==> config.mk <==
export PLATFORM = sky130hd
export DESIGN_NAME = abz_speed_meas_flat
export DESIGN_NICKNAME = d
export VERILOG_FILES = /design/src/rtl/abz_speed_meas_pkg.sv /design/src/rtl/abz_speed_meas_if.sv /design/src/rtl/abz_speed_meas_period.sv /design/src/rtl/abz_speed_meas.sv /design/src/flat_wrapper.sv
export SDC_FILE = /design/constraint.sdc
export NUM_CORES = 1
export LEC_CHECK = 0
export BUFFER_PORTS_ARGS = -buffer_cell sky130_fd_sc_hd__buf_2
export CAP_MARGIN = 20
export CELL_PAD_IN_SITES_DETAIL_PLACEMENT = 1
export CELL_PAD_IN_SITES_GLOBAL_PLACEMENT = 1
export CORE_MARGIN = 2
export CORE_UTILIZATION = 45
export DETAILED_ROUTE_END_ITERATION = 6
export PLACE_DENSITY = 0.86
export SYNTH_ARGS = -nofsm -noshare
export SYNTH_HDL_FRONTEND = slang
export SYNTH_SLANG_ARGS = --single-unit
==> constraint.sdc <==
create_clock -name CLK -period 4.75 [get_ports CLK]
set_input_delay 0.475 -clock CLK [delete_from_list [all_inputs] [get_ports CLK]]
set_output_delay 0.475 -clock CLK [all_outputs]
set_load 0.01 [all_outputs]
==> src/rtl/abz_speed_meas_pkg.sv <==
// Shared definitions for the ABZ speed measurement block: FSM encoding and
// the single-step values used to tell ordinary motion from count loads.
package abz_speed_meas_pkg;

  typedef enum logic {
    ST_IDLE = 1'b0,
    ST_RUN  = 1'b1
  } state_t;

  // Legal per-clock steps of the upstream counter; -1 becomes all-ones once sized.
  localparam int STEP_UP = 1;
  localparam int STEP_DN = -1;

endpackage

==> src/rtl/abz_speed_meas_if.sv <==
// Signal bundle between the position-count source/consumer and abz_speed_meas.
interface abz_speed_meas_if #(
  parameter int BIT_LENGTH = 12,
  parameter int WIN_WIDTH  = 16,
  parameter int PER_WIDTH  = 20
);
  logic        [BIT_LENGTH-1:0] CNT_IN;
  logic                         EN_IN;
  logic                         CLR_IN;
  logic        [WIN_WIDTH-1:0]  WINDOW_CYCLES;
  logic signed [BIT_LENGTH-1:0] SPEED_OUT;
  logic                         SPEED_VALID;
  logic        [PER_WIDTH-1:0]  PERIOD_OUT;
  logic                         PERIOD_VALID;
  logic                         DIR_OUT;
  logic                         STALL_OUT;
  logic                         JUMP_OUT;

  modport master (
    output CNT_IN, EN_IN, CLR_IN, WINDOW_CYCLES,
    input  SPEED_OUT, SPEED_VALID, PERIOD_OUT, PERIOD_VALID, DIR_OUT, STALL_OUT, JUMP_OUT
  );

  modport slave (
    input  CNT_IN, EN_IN, CLR_IN, WINDOW_CYCLES,
    output SPEED_OUT, SPEED_VALID, PERIOD_OUT, PERIOD_VALID, DIR_OUT, STALL_OUT, JUMP_OUT
  );
endinterface

==> src/rtl/abz_speed_meas_period.sv <==
// T-method: cycles between consecutive single-step count changes, with
// direction of the last step and a stall flag once the counter saturates.
module abz_period_meas #(
  parameter int PER_WIDTH = 20
) (
  input  logic                 CLK,
  input  logic                 ARSTN,
  input  logic                 run,
  input  logic                 clr,
  input  logic                 change,
  input  logic                 jump,
  input  logic                 step_up,
  output logic [PER_WIDTH-1:0] period_out,
  output logic                 period_valid,
  output logic                 dir_out,
  output logic                 stall_out
);
  import abz_speed_meas_pkg::*;

  logic [PER_WIDTH-1:0] pcnt_q;
  logic                 armed_q;
  logic [PER_WIDTH-1:0] pcnt_inc;

  function automatic logic [PER_WIDTH-1:0] sat_inc(input logic [PER_WIDTH-1:0] v);
    return (&v) ? v : v + PER_WIDTH'(1);
  endfunction

  assign pcnt_inc = sat_inc(pcnt_q);

  always_ff @(posedge CLK or negedge ARSTN) begin
    if (!ARSTN) begin
      pcnt_q       <= '0;
      armed_q      <= 1'b0;
      period_out   <= '0;
      period_valid <= 1'b0;
      dir_out      <= 1'b0;
      stall_out    <= 1'b0;
    end else begin
      period_valid <= 1'b0;
      if (clr) begin
        pcnt_q     <= '0;
        armed_q    <= 1'b0;
        period_out <= '0;
        dir_out    <= 1'b0;
        stall_out  <= 1'b0;
      end else if (!run) begin
        // Leaving or outside RUN: next entry starts unarmed; outputs hold.
        pcnt_q  <= '0;
        armed_q <= 1'b0;
      end else if (jump) begin
        pcnt_q    <= '0;
        armed_q   <= 1'b0;
        stall_out <= 1'b0;
      end else if (change) begin
        dir_out   <= step_up;
        pcnt_q    <= PER_WIDTH'(1);
        armed_q   <= 1'b1;
        stall_out <= 1'b0;
        if (armed_q) begin
          period_out   <= pcnt_q;
          period_valid <= 1'b1;
        end
      end else begin
        pcnt_q    <= pcnt_inc;
        stall_out <= &pcnt_inc;
      end
    end
  end

endmodule

==> src/rtl/abz_speed_meas.sv <==
// Speed measurement on a quadrature position count: windowed count delta
// (M-method) plus inter-change period (T-method), with load/jump rejection.
module abz_speed_meas #(
  parameter int BIT_LENGTH = 12,
  parameter int WIN_WIDTH  = 16,
  parameter int PER_WIDTH  = 20
) (
  input  logic              CLK,
  input  logic              ARSTN,
  abz_speed_meas_if.slave   bus
);
  import abz_speed_meas_pkg::*;

  localparam logic [BIT_LENGTH-1:0] STEP_P1 = BIT_LENGTH'(STEP_UP);
  localparam logic [BIT_LENGTH-1:0] STEP_M1 = BIT_LENGTH'(STEP_DN);

  logic        [BIT_LENGTH-1:0] cnt_q;
  logic        [BIT_LENGTH-1:0] ref_q;
  logic        [BIT_LENGTH-1:0] step;
  logic                         change;
  logic                         jump;
  logic        [WIN_WIDTH-1:0]  wcnt_q;
  logic        [WIN_WIDTH-1:0]  win_load;
  logic                         win_end;
  logic signed [BIT_LENGTH-1:0] speed_q;
  logic                         speed_vld_q;
  logic                         jump_q;
  state_t                       state_q, state_d;
  logic                         enter;
  logic                         run_act;

  function automatic logic [WIN_WIDTH-1:0] win_len(input logic [WIN_WIDTH-1:0] w);
    return (w == '0) ? WIN_WIDTH'(1) : w;
  endfunction

  function automatic logic signed [BIT_LENGTH-1:0] cnt_delta(
    input logic [BIT_LENGTH-1:0] a,
    input logic [BIT_LENGTH-1:0] b
  );
    return $signed(a - b);
  endfunction

  assign step     = bus.CNT_IN - cnt_q;
  assign change   = (step != '0);
  assign jump     = change && (step != STEP_P1) && (step != STEP_M1);
  assign win_load = win_len(bus.WINDOW_CYCLES);
  assign win_end  = (wcnt_q == WIN_WIDTH'(1));

  always_ff @(posedge CLK or negedge ARSTN) begin
    if (!ARSTN) state_q <= ST_IDLE;
    else        state_q <= state_d;
  end

  always_comb begin
    state_d = state_q;
    if (bus.CLR_IN) begin
      state_d = ST_IDLE;
    end else begin
      case (state_q)
        ST_IDLE: if (bus.EN_IN)  state_d = ST_RUN;
        ST_RUN:  if (!bus.EN_IN) state_d = ST_IDLE;
        default: state_d = ST_IDLE;
      endcase
    end
  end

  // Exit edges (EN low or clear) produce no events at all.
  always_comb begin
    enter   = 1'b0;
    run_act = 1'b0;
    if (!bus.CLR_IN && bus.EN_IN) begin
      enter   = (state_q == ST_IDLE);
      run_act = (state_q == ST_RUN);
    end
  end

  always_ff @(posedge CLK or negedge ARSTN) begin
    if (!ARSTN) begin
      cnt_q       <= '0;
      ref_q       <= '0;
      wcnt_q      <= '0;
      speed_q     <= '0;
      speed_vld_q <= 1'b0;
      jump_q      <= 1'b0;
    end else begin
      cnt_q       <= bus.CNT_IN;
      speed_vld_q <= 1'b0;
      jump_q      <= 1'b0;
      if (bus.CLR_IN) begin
        ref_q   <= '0;
        wcnt_q  <= '0;
        speed_q <= '0;
      end else if (enter) begin
        ref_q  <= bus.CNT_IN;
        wcnt_q <= win_load;
      end else if (run_act) begin
        if (jump) begin
          jump_q <= 1'b1;
          ref_q  <= bus.CNT_IN;
          wcnt_q <= win_load;
        end else if (win_end) begin
          speed_q     <= cnt_delta(bus.CNT_IN, ref_q);
          speed_vld_q <= 1'b1;
          ref_q       <= bus.CNT_IN;
          wcnt_q      <= win_load;
        end else begin
          wcnt_q <= wcnt_q - WIN_WIDTH'(1);
        end
      end
    end
  end

  abz_period_meas #(.PER_WIDTH(PER_WIDTH)) u_period (
    .CLK          (CLK),
    .ARSTN        (ARSTN),
    .run          (run_act),
    .clr          (bus.CLR_IN),
    .change       (change),
    .jump         (jump),
    .step_up      (step == STEP_P1),
    .period_out   (bus.PERIOD_OUT),
    .period_valid (bus.PERIOD_VALID),
    .dir_out      (bus.DIR_OUT),
    .stall_out    (bus.STALL_OUT)
  );

  assign bus.SPEED_OUT   = speed_q;
  assign bus.SPEED_VALID = speed_vld_q;
  assign bus.JUMP_OUT    = jump_q;

endmodule

==> src/flat_wrapper.sv <==
// flat-port wrapper written by rule: the top's interface ports become plain ports
module abz_speed_meas_flat import abz_speed_meas_pkg::*;
#(
  parameter int BIT_LENGTH = 12,
  parameter int WIN_WIDTH  = 16,
  parameter int PER_WIDTH  = 20
)
  (CLK, ARSTN, bus_CNT_IN, bus_EN_IN, bus_CLR_IN, bus_WINDOW_CYCLES, bus_SPEED_OUT, bus_SPEED_VALID, bus_PERIOD_OUT, bus_PERIOD_VALID, bus_DIR_OUT, bus_STALL_OUT, bus_JUMP_OUT);
  abz_speed_meas_if #(.BIT_LENGTH(BIT_LENGTH), .WIN_WIDTH(WIN_WIDTH), .PER_WIDTH(PER_WIDTH)) bus_i ();
  input  logic CLK;
  input  logic ARSTN;
  input wire logic [$bits(bus_i.CNT_IN)-1:0] bus_CNT_IN;
  input wire logic [$bits(bus_i.EN_IN)-1:0] bus_EN_IN;
  input wire logic [$bits(bus_i.CLR_IN)-1:0] bus_CLR_IN;
  input wire logic [$bits(bus_i.WINDOW_CYCLES)-1:0] bus_WINDOW_CYCLES;
  output wire logic [$bits(bus_i.SPEED_OUT)-1:0] bus_SPEED_OUT;
  output wire logic [$bits(bus_i.SPEED_VALID)-1:0] bus_SPEED_VALID;
  output wire logic [$bits(bus_i.PERIOD_OUT)-1:0] bus_PERIOD_OUT;
  output wire logic [$bits(bus_i.PERIOD_VALID)-1:0] bus_PERIOD_VALID;
  output wire logic [$bits(bus_i.DIR_OUT)-1:0] bus_DIR_OUT;
  output wire logic [$bits(bus_i.STALL_OUT)-1:0] bus_STALL_OUT;
  output wire logic [$bits(bus_i.JUMP_OUT)-1:0] bus_JUMP_OUT;
  assign bus_i.CNT_IN = bus_CNT_IN;
  assign bus_i.EN_IN = bus_EN_IN;
  assign bus_i.CLR_IN = bus_CLR_IN;
  assign bus_i.WINDOW_CYCLES = bus_WINDOW_CYCLES;
  assign bus_SPEED_OUT = bus_i.SPEED_OUT;
  assign bus_SPEED_VALID = bus_i.SPEED_VALID;
  assign bus_PERIOD_OUT = bus_i.PERIOD_OUT;
  assign bus_PERIOD_VALID = bus_i.PERIOD_VALID;
  assign bus_DIR_OUT = bus_i.DIR_OUT;
  assign bus_STALL_OUT = bus_i.STALL_OUT;
  assign bus_JUMP_OUT = bus_i.JUMP_OUT;
  abz_speed_meas #(.BIT_LENGTH(BIT_LENGTH), .WIN_WIDTH(WIN_WIDTH), .PER_WIDTH(PER_WIDTH)) u_core (.CLK(CLK), .ARSTN(ARSTN), .bus(bus_i));
endmodule
Word-level counts from Yosys, hierarchy flattened
Index checks and enable logic that the tools add are counted.
{"block": "op_classes", "reduce_logical": 18, "n_mux": 56, "add_sub_neg": 4, "bitwise_logic": 1, "eq_ne": 7}
{"operator": "20-bit 2-to-1 mux", "n": 10}
{"operator": "12-bit 2-to-1 mux", "n": 10}
{"operator": "16-bit 2-to-1 mux", "n": 6}
{"operator": "20-bit AND reduction", "n": 2}
{"operator": "1-bit 2-to-1 mux", "n": 30}
{"operator": "12-bit subtractor", "n": 2}
{"operator": "20-bit by 1-bit adder with 20-bit output, second input constant", "n": 1}
{"operator": "16-bit by 1-bit == test with 1-bit output, second input constant", "n": 1}
{"operator": "16-bit logical NOT", "n": 1}
{"operator": "16-bit by 1-bit subtractor with 16-bit output, second input constant", "n": 1}
{"operator": "12-bit by 1-bit == test with 1-bit output, second input constant", "n": 1}
{"operator": "12-bit by 1-bit != test with 1-bit output, second input constant", "n": 1}
{"operator": "12-bit != test, second input constant", "n": 1}
{"operator": "12-bit nonzero test", "n": 1}
{"operator": "4-bit AND reduction", "n": 2}
{"operator": "2-bit nonzero test", "n": 4}
{"operator": "2-bit != test, second input constant", "n": 2}
{"operator": "4-bit by 2-bit != test with 1-bit output, second input constant", "n": 1}
{"operator": "4-bit nonzero test", "n": 1}
{"operator": "1-bit logical AND", "n": 3}
{"operator": "3-bit AND reduction", "n": 1}
{"operator": "3-bit nonzero test", "n": 1}
{"operator": "2-bit AND reduction", "n": 1}
{"operator": "1-bit logical NOT", "n": 1}
{"operator": "1-bit NOT", "n": 1}
{"block": "word_totals", "inputBits": 32, "out_inout_bits": 37, "wordCells": 99, "regBits": 99}

Logic depth before layout (Yosys ltp)
Gate-level depths: netlist (run 1).
{"block": "depth", "word_depth": 8, "mapped_depth": 15, "depth_no_buf": 13}

Hierarchy
From an unflattened synthesis (run 1), not the netlist that was laid out.
{"block": "hier_totals", "hier_cells": 698, "hier_area_um2": 6313.6}
{"mod": "abz_speed_meas", "cells_per_inst": 451, "instances": 1, "seq_area_each_um2": 1376.3, "area_per_inst_um2": 4026.4}
{"mod": "abz_period_meas", "cells_per_inst": 247, "instances": 1, "seq_area_each_um2": 1101.1, "area_per_inst_um2": 2287.2}

Worst setup path after synthesis (run 1)
Ideal clock, no wire load.
{"block": "synth_timing", "path_type": "input to register", "start": "input bus_CNT_IN[0]", "end": "register u_core.speed_q[10], in the netlist u_core.bus.SPEED_OUT[10]", "path_buffers": 2, "setup_slack_ps": 1235, "setup_ps": 121, "stages": 14, "arrival_ps": 3394, "required_time_ps": 4629, "path_cell_list": "inv_1 ha_1 fa_1 nand2b_1 a21o_1 a21oi_2 xnor2_1 or4b_1 or4_1 buf_6 a21oi_4 a31oi_2 buf_6 a22o_1"}
{"block": "synth_between", "elab_chain_len": 6, "word_cells_on_any_way": 14, "classes_between": "2 x add/sub; 3 x eq/ne; 5 x mux; 4 x reduce/logical"}
{"item": "start, declared", "line": "flat_wrapper.sv:12", "text": "input wire logic [$bits(bus_i.CNT_IN)-1:0] bus_CNT_IN;"}
{"item": "12-bit subtractor, on equally long branches", "line": "abz_speed_meas.sv:43, abz_speed_meas.sv:40"}
{"item": "12-bit by 1-bit != test with 1-bit output (tied with other cells)", "line": "abz_speed_meas.sv:45", "text": "assign jump = change && (step != STEP_P1) && (step != STEP_M1);"}
{"item": "1-bit logical AND or 12-bit 2-to-1 mux (tied branches)", "line": "abz_speed_meas.sv:45, abz_speed_meas.sv:97"}
{"item": "1-bit logical AND or 12-bit 2-to-1 mux (tied branches)", "line": "abz_speed_meas.sv:45, abz_speed_meas.sv:96"}
{"item": "2-bit != test (no line) or 12-bit 2-to-1 mux (tied branches)"}
{"item": "4-bit AND reduction (no line) or 12-bit 2-to-1 mux (tied branches)"}
{"item": "end signal, assigned", "line": "abz_speed_meas.sv:102", "text": "speed_q <= cnt_delta(bus.CNT_IN, ref_q);"}
{"item": "end, declared", "line": "abz_speed_meas.sv:25", "text": "logic signed [BIT_LENGTH-1:0] speed_q;"}
Parallel ways exist; a longest one is shown, timed or not. The select of a mux whose other input is x is not followed.
A chain may end at the register's enable or synchronous reset.

Worst setup path in the final report (run 1)
{"block": "layout_timing", "start": "register u_core.cnt_q[0]", "end": "register u_core.speed_q[11], in the netlist u_core.bus.SPEED_OUT[11]"}
{"block": "layout_between", "elab_chain_len": 6, "word_cells_on_any_way": 8, "classes_between": "1 x add/sub; 3 x eq/ne; 4 x reduce/logical"}
{"item": "start, declared", "line": "abz_speed_meas.sv:17", "text": "logic [BIT_LENGTH-1:0] cnt_q;"}
{"item": "start signal, assigned", "line": "abz_speed_meas.sv:86", "text": "cnt_q <= bus.CNT_IN;"}
{"item": "12-bit subtractor *", "line": "abz_speed_meas.sv:43", "text": "assign step = bus.CNT_IN - cnt_q;"}
{"item": "12-bit by 1-bit != test with 1-bit output or 12-bit nonzero test (tied branches)", "line": "abz_speed_meas.sv:45, abz_speed_meas.sv:44"}
{"item": "1-bit logical AND", "line": "abz_speed_meas.sv:45"}
{"item": "1-bit logical AND *", "line": "abz_speed_meas.sv:45"}
{"item": "2-bit != test (no line) *"}
{"item": "4-bit AND reduction (no line) *"}
Mark *: on every way between the ends. The rest lies on a longest branch, timed or not.

==> key figures, run 1 <==
STA
  • Rel. slew slack: a little over two fifths
  • Fmax: about 270 MHz
  • Unrepaired setup endpoints after global routing: no
  • Final min period: approximately 3800 ps
  • Clk_skew: approximately 14 ps
  • Setup Viol. Count Final: 0
  • Measured slew at the worst slew-check pin: between 800 and 900 ps
  • Setup tns final: 0 ps
  • Max-slew violations: 0
  • Final period utilization: a little under 80%
  • Final hold vios: 0

CTS
  • Post-CTS setup buffers: 0
  • Root Buffer: clkbuf_16
  • Clk buf depth: 2
  • CTS sink cnt: 99
  • Worst-skew pair later-pin latency: approximately 360 ps
  • CTS tree: done
  • PostCTS Resize Cnt: 0
  • Clock transition at path regs: 70 ps
  • CTS Buf Count: 9
  • CTS Hold Buffers Added: 0
  • Htree depth: 3

Routing
  • WL per Instance: 18.2 µm
  • # DRC: 0
  • DRT iter0 DRCs: between 200 and 300
  • Drt first pass iters: 4
  • Final ANT Viol Nets: 0
  • Post-Route WL: ~16,000 µm
  • Vias: about 5,200
  • Via/cell ratio: a little under 6

Synthesis
  • Syn nets: roughly 720
  • Top cell type's share of synthesized area: a little over two fifths
  • Syn_area_per_cell: between 8 and 9 µm²
  • Synth area leaders: dfrtp_1 42%, nand2_1 5.5%, ha_1 5.3%
  • Mapped cell area: 5910 µm²
  • Async SR Flop Fraction: 100%
  • Flops & latches, synth: just under 100
  • Yosys warns: 0
  • Post-synth EDFFs: 0
  • Largest area contributor in the netlist: dfrtp_1
  • Prevailing post-synth register cell: dfrtp_1
  • Synth Instances: about 670
  • Post-synthesis sequential area ratio: a little over two fifths
  • Netlist cell types: 71

Finish
  • Share of layout cells above drive strength 1: between 10% and 20%
  • Nets: about 800
  • Synth-to-Final Area Change: 12.4%
  • Commonest cells after routing, fill and taps aside: 99 x dfrtp_1, 86 x nand2_1, 67 x buf_2
  • Leading cell type in the layout, fill and taps excluded: dfrtp_1
  • Ant diodes: 0
  • Design Area, Final: between 6000 and 7000 µm²

Critical path
  • Crit path max-delay family: simple AND/OR/NAND/NOR gates
  • Worst Path Max Fanout: 12
  • Slowest stage cell, crit path: or4_1
  • Startpoint Class: register
  • Crit. End Element: register
  • Worst-path cell chain: ha_1 -> fa_1 -> nand2b_1 -> a21o_1 -> a21oi_2 -> xnor2_1 -> or4b_1 -> or4_1 -> a21oi_4 -> a31oi_2 -> a22o_1
  • RR Startpoint: u_core.cnt_q[0]
  • Worst EP required: between 4000 and 5000 ps
  • Crit-path max cell delay: ~610 ps
  • Critical Path AT: roughly 4000 ps
  • Buffers & Inverters on Critical Path: 0
  • Worst setup path class: reg2reg
  • Crit. Startpoint: u_core.cnt_q[0]

Power and ir drop
  • Combinational power share: between 15 and 20%
  • Clock share of power: 37.0%
  • Leakage power: about 3 nW
  • Internal power: approximately 0.0013 W
  • Max VDD drop: approximately 130 µV
  • Net Sw Frac: 28.8%
  • Net Switching: around 0.00055 W
  • Sequential Power Share: 46.4%
  • Cell Pwr Density: approximately 280 nW/µm²

Global routing
  • Vias in the first global route: about 5,400
  • First-pass GRT wire length: between 20,000 and 30,000 µm
  • Grt total ovfl: 0
  • GR Util All Layers: 23.8%
  • Largest net degree at the start of global routing: between 60 and 70
  • Antenna violations before repair: 0

Floorplanning
  • Core Region: 12,700 µm²
  • Io pins: between 60 and 70
  • Num rows: 41
  • Starting Density: 46.4%
  • Die area: approximately 14,000 µm²
  • DIE WIDTH: 119 µm
  • Die Span Y: about 120 µm

Place
  • DP HPWL: 11,900 µm
  • IO buf count: 68
  • GP Congestion: between 0.9 and 1
  • Post-DP Area: approximately 6400 µm²

Job
  • Max-Cap Viols: 0

Outcome
  • Status: complete, no violations

Hold path
  • Worst hold path type: in2async
[metrics by stage]
step	cells	setup slack, ps	util, %	total power, W	hold slack (ps)
detailed placement	879	708	50.0	0.00121	489
finish	894	985	52.2	0.00189	216
global route	894	705	52.2	0.00198	270
floorplan	665	1230	-	0.00110	179
CTS	894	968	52.2	0.00190	265
global placement	879	859	50.0	0.00119	485
[flip-flops by register name, summed over array words and instances (netlist names), 12 cells and up]
register / count
u_core.bus.SPEED_OUT: 12
u_core.cnt_q: 12
u_core.ref_q: 12
u_core.u_period.pcnt_q: 20
u_core.u_period.period_out: 20
u_core.wcnt_q: 16
[kinds of logic after synthesis]
kind of cell	count (synthesis)	synth area share, %
compound gates	158	18.0
xor+xnor	35	5.19
fa+ha+maj	27	5.97
buf+inv	70	4.95
flops	99	41.9
mux	12	2.03
simple gates	264	22.0
[power by group through the flow]
| stage | sequential [W] | combinational (W) | clock (W) |
|---|---|---|---|
| after floorplan | 0.000889 | 0.000210 | 0 |
| after global placement | 0.000891 | 0.000294 | 0 |
| after detailed placement | 0.000893 | 0.000312 | 0 |
| after CTS | 0.000876 | 0.000316 | 0.000710 |
| after global routing | 0.000880 | 0.000349 | 0.000751 |
| final | 0.000877 | 0.000314 | 0.000699 |
[synthesized netlist by cell type (3+ instances only)]
library cell / instances
nor4_1: 7
or4_1: 8
buf_2: 6
a31oi_1: 9
nor2_1: 58
xnor2_1: 16
nand2b_1: 5
nor3b_1: 3
mux2i_1: 12
nand3b_1: 5
o21ai_1: 3
nand3_1: 27
clkbuf_1: 20
or3_1: 9
o21ai_0: 31
a21oi_1: 41
xor2_1: 19
nor2b_1: 6
nor3_1: 16
a21o_1: 15
nand4_1: 7
and3_1: 11
o31ai_1: 5
a211oi_1: 5
a22o_1: 11
inv_1: 38
o211ai_1: 4
nand2_1: 86
ha_1: 25
dfrtp_1: 99
a2111oi_0: 6
[area by class of cell]
type / count / area (µm²)
inverter: 38 / 143
multi-input combinational: 496 / 3140
clock inverter: 5 / 37.5
clock buffer: 10 / 239
sequential: 99 / 2480
fill: 1554 / 6080
tap: 172 / 215
timing repair buffer: 74 / 388
[layer usage]
| layer | track usage [%] | wire length, µm | up-vias |
|---|---|---|---|
| met5 | 0 | 0 | - |
| met4 | 9.52 | 400 | 0 |
| met3 | 3.14 | 739 | 24 |
| met2 | 39.2 | 7680 | 144 |
| met1 | 31.6 | 7430 | 2580 |
| li1 | - | - | 2472 |
[path summary, 6_finish.rpt]
path	to	slack, ps	cells past startpoint
worst max-delay path	u_core.bus.SPEED_OUT[11]	980	11
worst min-delay path	u_core.cnt_q[7]	220	1
worst max register to register	u_core.bus.SPEED_OUT[11]	980	11
worst min register to register	u_core.bus.SPEED_OUT[5]	500	1
max in group asynchronous	u_core.bus.SPEED_OUT[6]	3560	2
min in group CLK	u_core.cnt_q[0]	270	1
Note: power is estimated with default switching activity, not from simulation.
==> run 2: changes to the inputs <==
Settings changed: ABC_AREA set to 1, CORE_UTILIZATION 45 to 44, PLACE_DENSITY 0.86 to 0.87.
Clock period 4.75 ns to 3.8 ns, I/O delays scaled along.
==> key figures, run 2 <==
Power and ir drop
  • Sequential Power Share: 43.2%
  • Internal power: approximately 0.0018 W
  • Max VDD drop: 293 µV
  • Combinational power share: approximately 18%
  • Leakage power: 4.00 nW
  • Net Sw Frac: 31.0%
  • Clock share of power: roughly two fifths
  • Tot Pwr: about 0.0025 W
  • Net Switching: between 0.0007 and 0.0008 W
  • Cell Pwr Density: 350 nW/µm²

Routing
  • Final ANT Viol Nets: 0
  • # DRC: 0
  • Uppermost layer routed: met4
  • Drt first pass iters: 4
  • WL met2: a little over 9000 µm
  • DRT iter0 DRCs: just under 300
  • Vias: approximately 6,000
  • Post-Route WL: 18,100 µm
  • WL per Instance: 16.2 µm
  • Via/cell ratio: about 5.3
  • DRT met1 WL: between 8000 and 9000 µm
  • Met3 routed WL: 502 µm

Synthesis
  • Top cell type's share of synthesized area: between 30 and 40%
  • Syn nets: approximately 920
  • Mapped cell area: between 6000 and 7000 µm²
  • Largest area contributor in the netlist: dfrtp_1
  • Syn_area_per_cell: roughly 7.4 µm²
  • Netlist cell types: between 40 and 50
  • Flops & latches, synth: 99
  • Synth cell count leaders: 277 x nand2_1, 117 x inv_1, 99 x dfrtp_1, 60 x nor2_1, 54 x nand3_1
  • Synth area leaders: dfrtp_1 38%, nand2_1 16%, inv_1 6.8%
  • Cell with the most instances after synthesis: nand2_1
  • Post-synthesis sequential area ratio: 38.4%
  • Async SR Flop Fraction: 100%
  • Synth Instances: about 870
  • Post-synth EDFFs: 0
  • Yosys warns: 0
  • Prevailing post-synth register cell: dfrtp_1

Outcome
  • Failing checks: hold timing
  • Status: finished, violations left

Finish
  • Commonest cells after routing, fill and taps aside: 277 x nand2_1, 117 x inv_1, 99 x dfrtp_1
  • Ant diodes: 0
  • Nets: 991
  • Share of layout cells above drive strength 1: around 16%
  • Biggest regs: u_core.u_period.pcnt_q x20, u_core.u_period.period_out x20, u_core.wcnt_q x16
  • Synth-to-Final Area Change: 12.6%
  • Final core occ: 50.3%
  • Leading cell type in the layout, fill and taps excluded: nand2_1

Place
  • DP HPWL: about 14,000 µm
  • GP Congestion: around 0.86
  • IO buf count: 68

Floorplanning
  • Die area: between 15,000 and 20,000 µm²
  • Core Region: 14,400 µm²
  • Die Span Y: 125 µm
  • Num rows: 44
  • DIE WIDTH: 125 µm
  • Io pins: roughly 70
  • Starting Density: ~45%

Critical path
  • Crit path max-delay family: simple AND/OR/NAND/NOR gates
  • Buffers & Inverters on Critical Path: 1
  • Worst setup path class: reg2reg
  • Worst-path cell chain: ha_1 -> fa_1 -> inv_1 -> nand2_1 -> nand2_1 -> nand3_1 -> nand2_1 -> nand2_1 -> nand2_1 -> nand2_1 -> nor3_4 -> nand2_4 -> nand3_2 -> nand4_1 -> nand2_1 -> nand2_1 -> nand2_1
  • Worst Path Max Fanout: 15
  • Crit-path max cell delay: around 420 ps
  • R2r setup slk: approximately 670 ps
  • Most frequent CP cell: nand2_1
  • Crit. End Element: register
  • Worst R2R End: u_core.ref_q[8]
  • RR Startpoint: u_core.cnt_q[0]
  • Slowest stage cell, crit path: fa_1
  • R2R depth: 17
  • Startpoint Class: register
  • Worst EP required: 4100 ps
  • Critical Path AT: 3440 ps

CTS
  • Post-CTS setup buffers: 0
  • PostCTS Resize Cnt: 0
  • Htree depth: 3
  • CTS tree: done
  • Clk buf depth: 2
  • Worst-skew pair later-pin latency: around 370 ps
  • Clock transition at path regs: approximately 70 ps
  • CTS Buf Count: 9
  • CTS sink cnt: just under 100
  • CTS Hold Buffers Added: 0
  • Root Buffer: clkbuf_16

STA
  • Hold Worst Slack: -19.3 ps
  • Unrepaired setup endpoints after global routing: no
  • Measured slew at the worst slew-check pin: roughly 600 ps
  • Final period utilization: between 80 and 90%
  • Setup tns final: 0 ps
  • Setup Viol. Count Final: 0
  • Max-slew violations: 0
  • Final hold vios: 17
  • Final min period: around 3100 ps
  • Fmax: ~320 MHz
  • Clk_skew: just over 8 ps
  • Rel. slew slack: between 50% and 60%

Global routing
  • Vias in the first global route: 6,320
  • Antenna violations before repair: 0
  • First-pass GRT wire length: 31,100 µm
  • Largest net degree at the start of global routing: 40
  • GR Util All Layers: roughly 24%
  • Grt total ovfl: 0

Hold path
  • Worst hold path type: in2async

Job
  • Max-Cap Viols: 0
## run 2: worst max-delay path by stage
stage	start	depth (start not counted)	to	slack [ps]
finish	u_core.cnt_q[0]	17	u_core.ref_q[8]	670
global route	u_core.cnt_q[0]	17	u_core.ref_q[1]	360
CTS	u_core.cnt_q[0]	15	u_core.ref_q[8]	650
detailed placement	bus_CNT_IN[0]	19	u_core.ref_q[8]	500
global placement	bus_CNT_IN[0]	19	u_core.ref_q[2]	690
floorplan	bus_CNT_IN[0]	20	u_core.bus.SPEED_OUT[2]	1220
## run 2: area by class of cell
type / count / area [µm²]
fillers: 1855 / 7170
multi-input cells: 625 / 3390
flip-flops and latches: 99 / 2480
inverters: 123 / 464
repair buffers: 74 / 388
well taps: 184 / 230
clock buffers: 9 / 225
clock inverters: 7 / 83.8
## run 2: logic make-up (layout without fill, tap and decap cells)
group           after synthesis  count (layout)  share of synthesized area, %
simple gates                494             494                          35.6
buf+inv                     141             213                          8.95
flops                        99              99                          38.4
compound gates               63              63                          5.94
xor+xnor                     41              41                          5.57
fa+ha+maj                    27              27                          5.48
## run 2: power by group through the flow
stage | sequential [W] | clock [W] | combinational (W)
after floorplan | 0.00111 | 0 | 0.000317
after CTS | 0.00110 | 0.00100 | 0.000459
after global placement | 0.00112 | 0 | 0.000432
final | 0.00110 | 0.000986 | 0.000456
after global routing | 0.00110 | 0.00105 | 0.000518
after detailed placement | 0.00112 | 0 | 0.000449
## run 2: metal layers
layer | global-route usage (%) | vias to the layer above
met4 | 7.91 | 0
met5 | 0 | -
met1 | 30.4 | 2982
li1 | - | 2888
met3 | 3.21 | 29
met2 | 43.3 | 81
## run 2: through the flow
stage | area, µm² | setup slack (ps) | hold slack [ps] | instances
floorplan | 6440 | 1220 | 84.4 | 865
global placement | 6950 | 691 | 382 | 1105
detailed placement | 6950 | 500 | 386 | 1105
CTS | 7260 | 651 | 0.902 | 1121
global route | 7260 | 363 | 22.4 | 1121
finish | 7260 | 667 | -19.3 | 1121
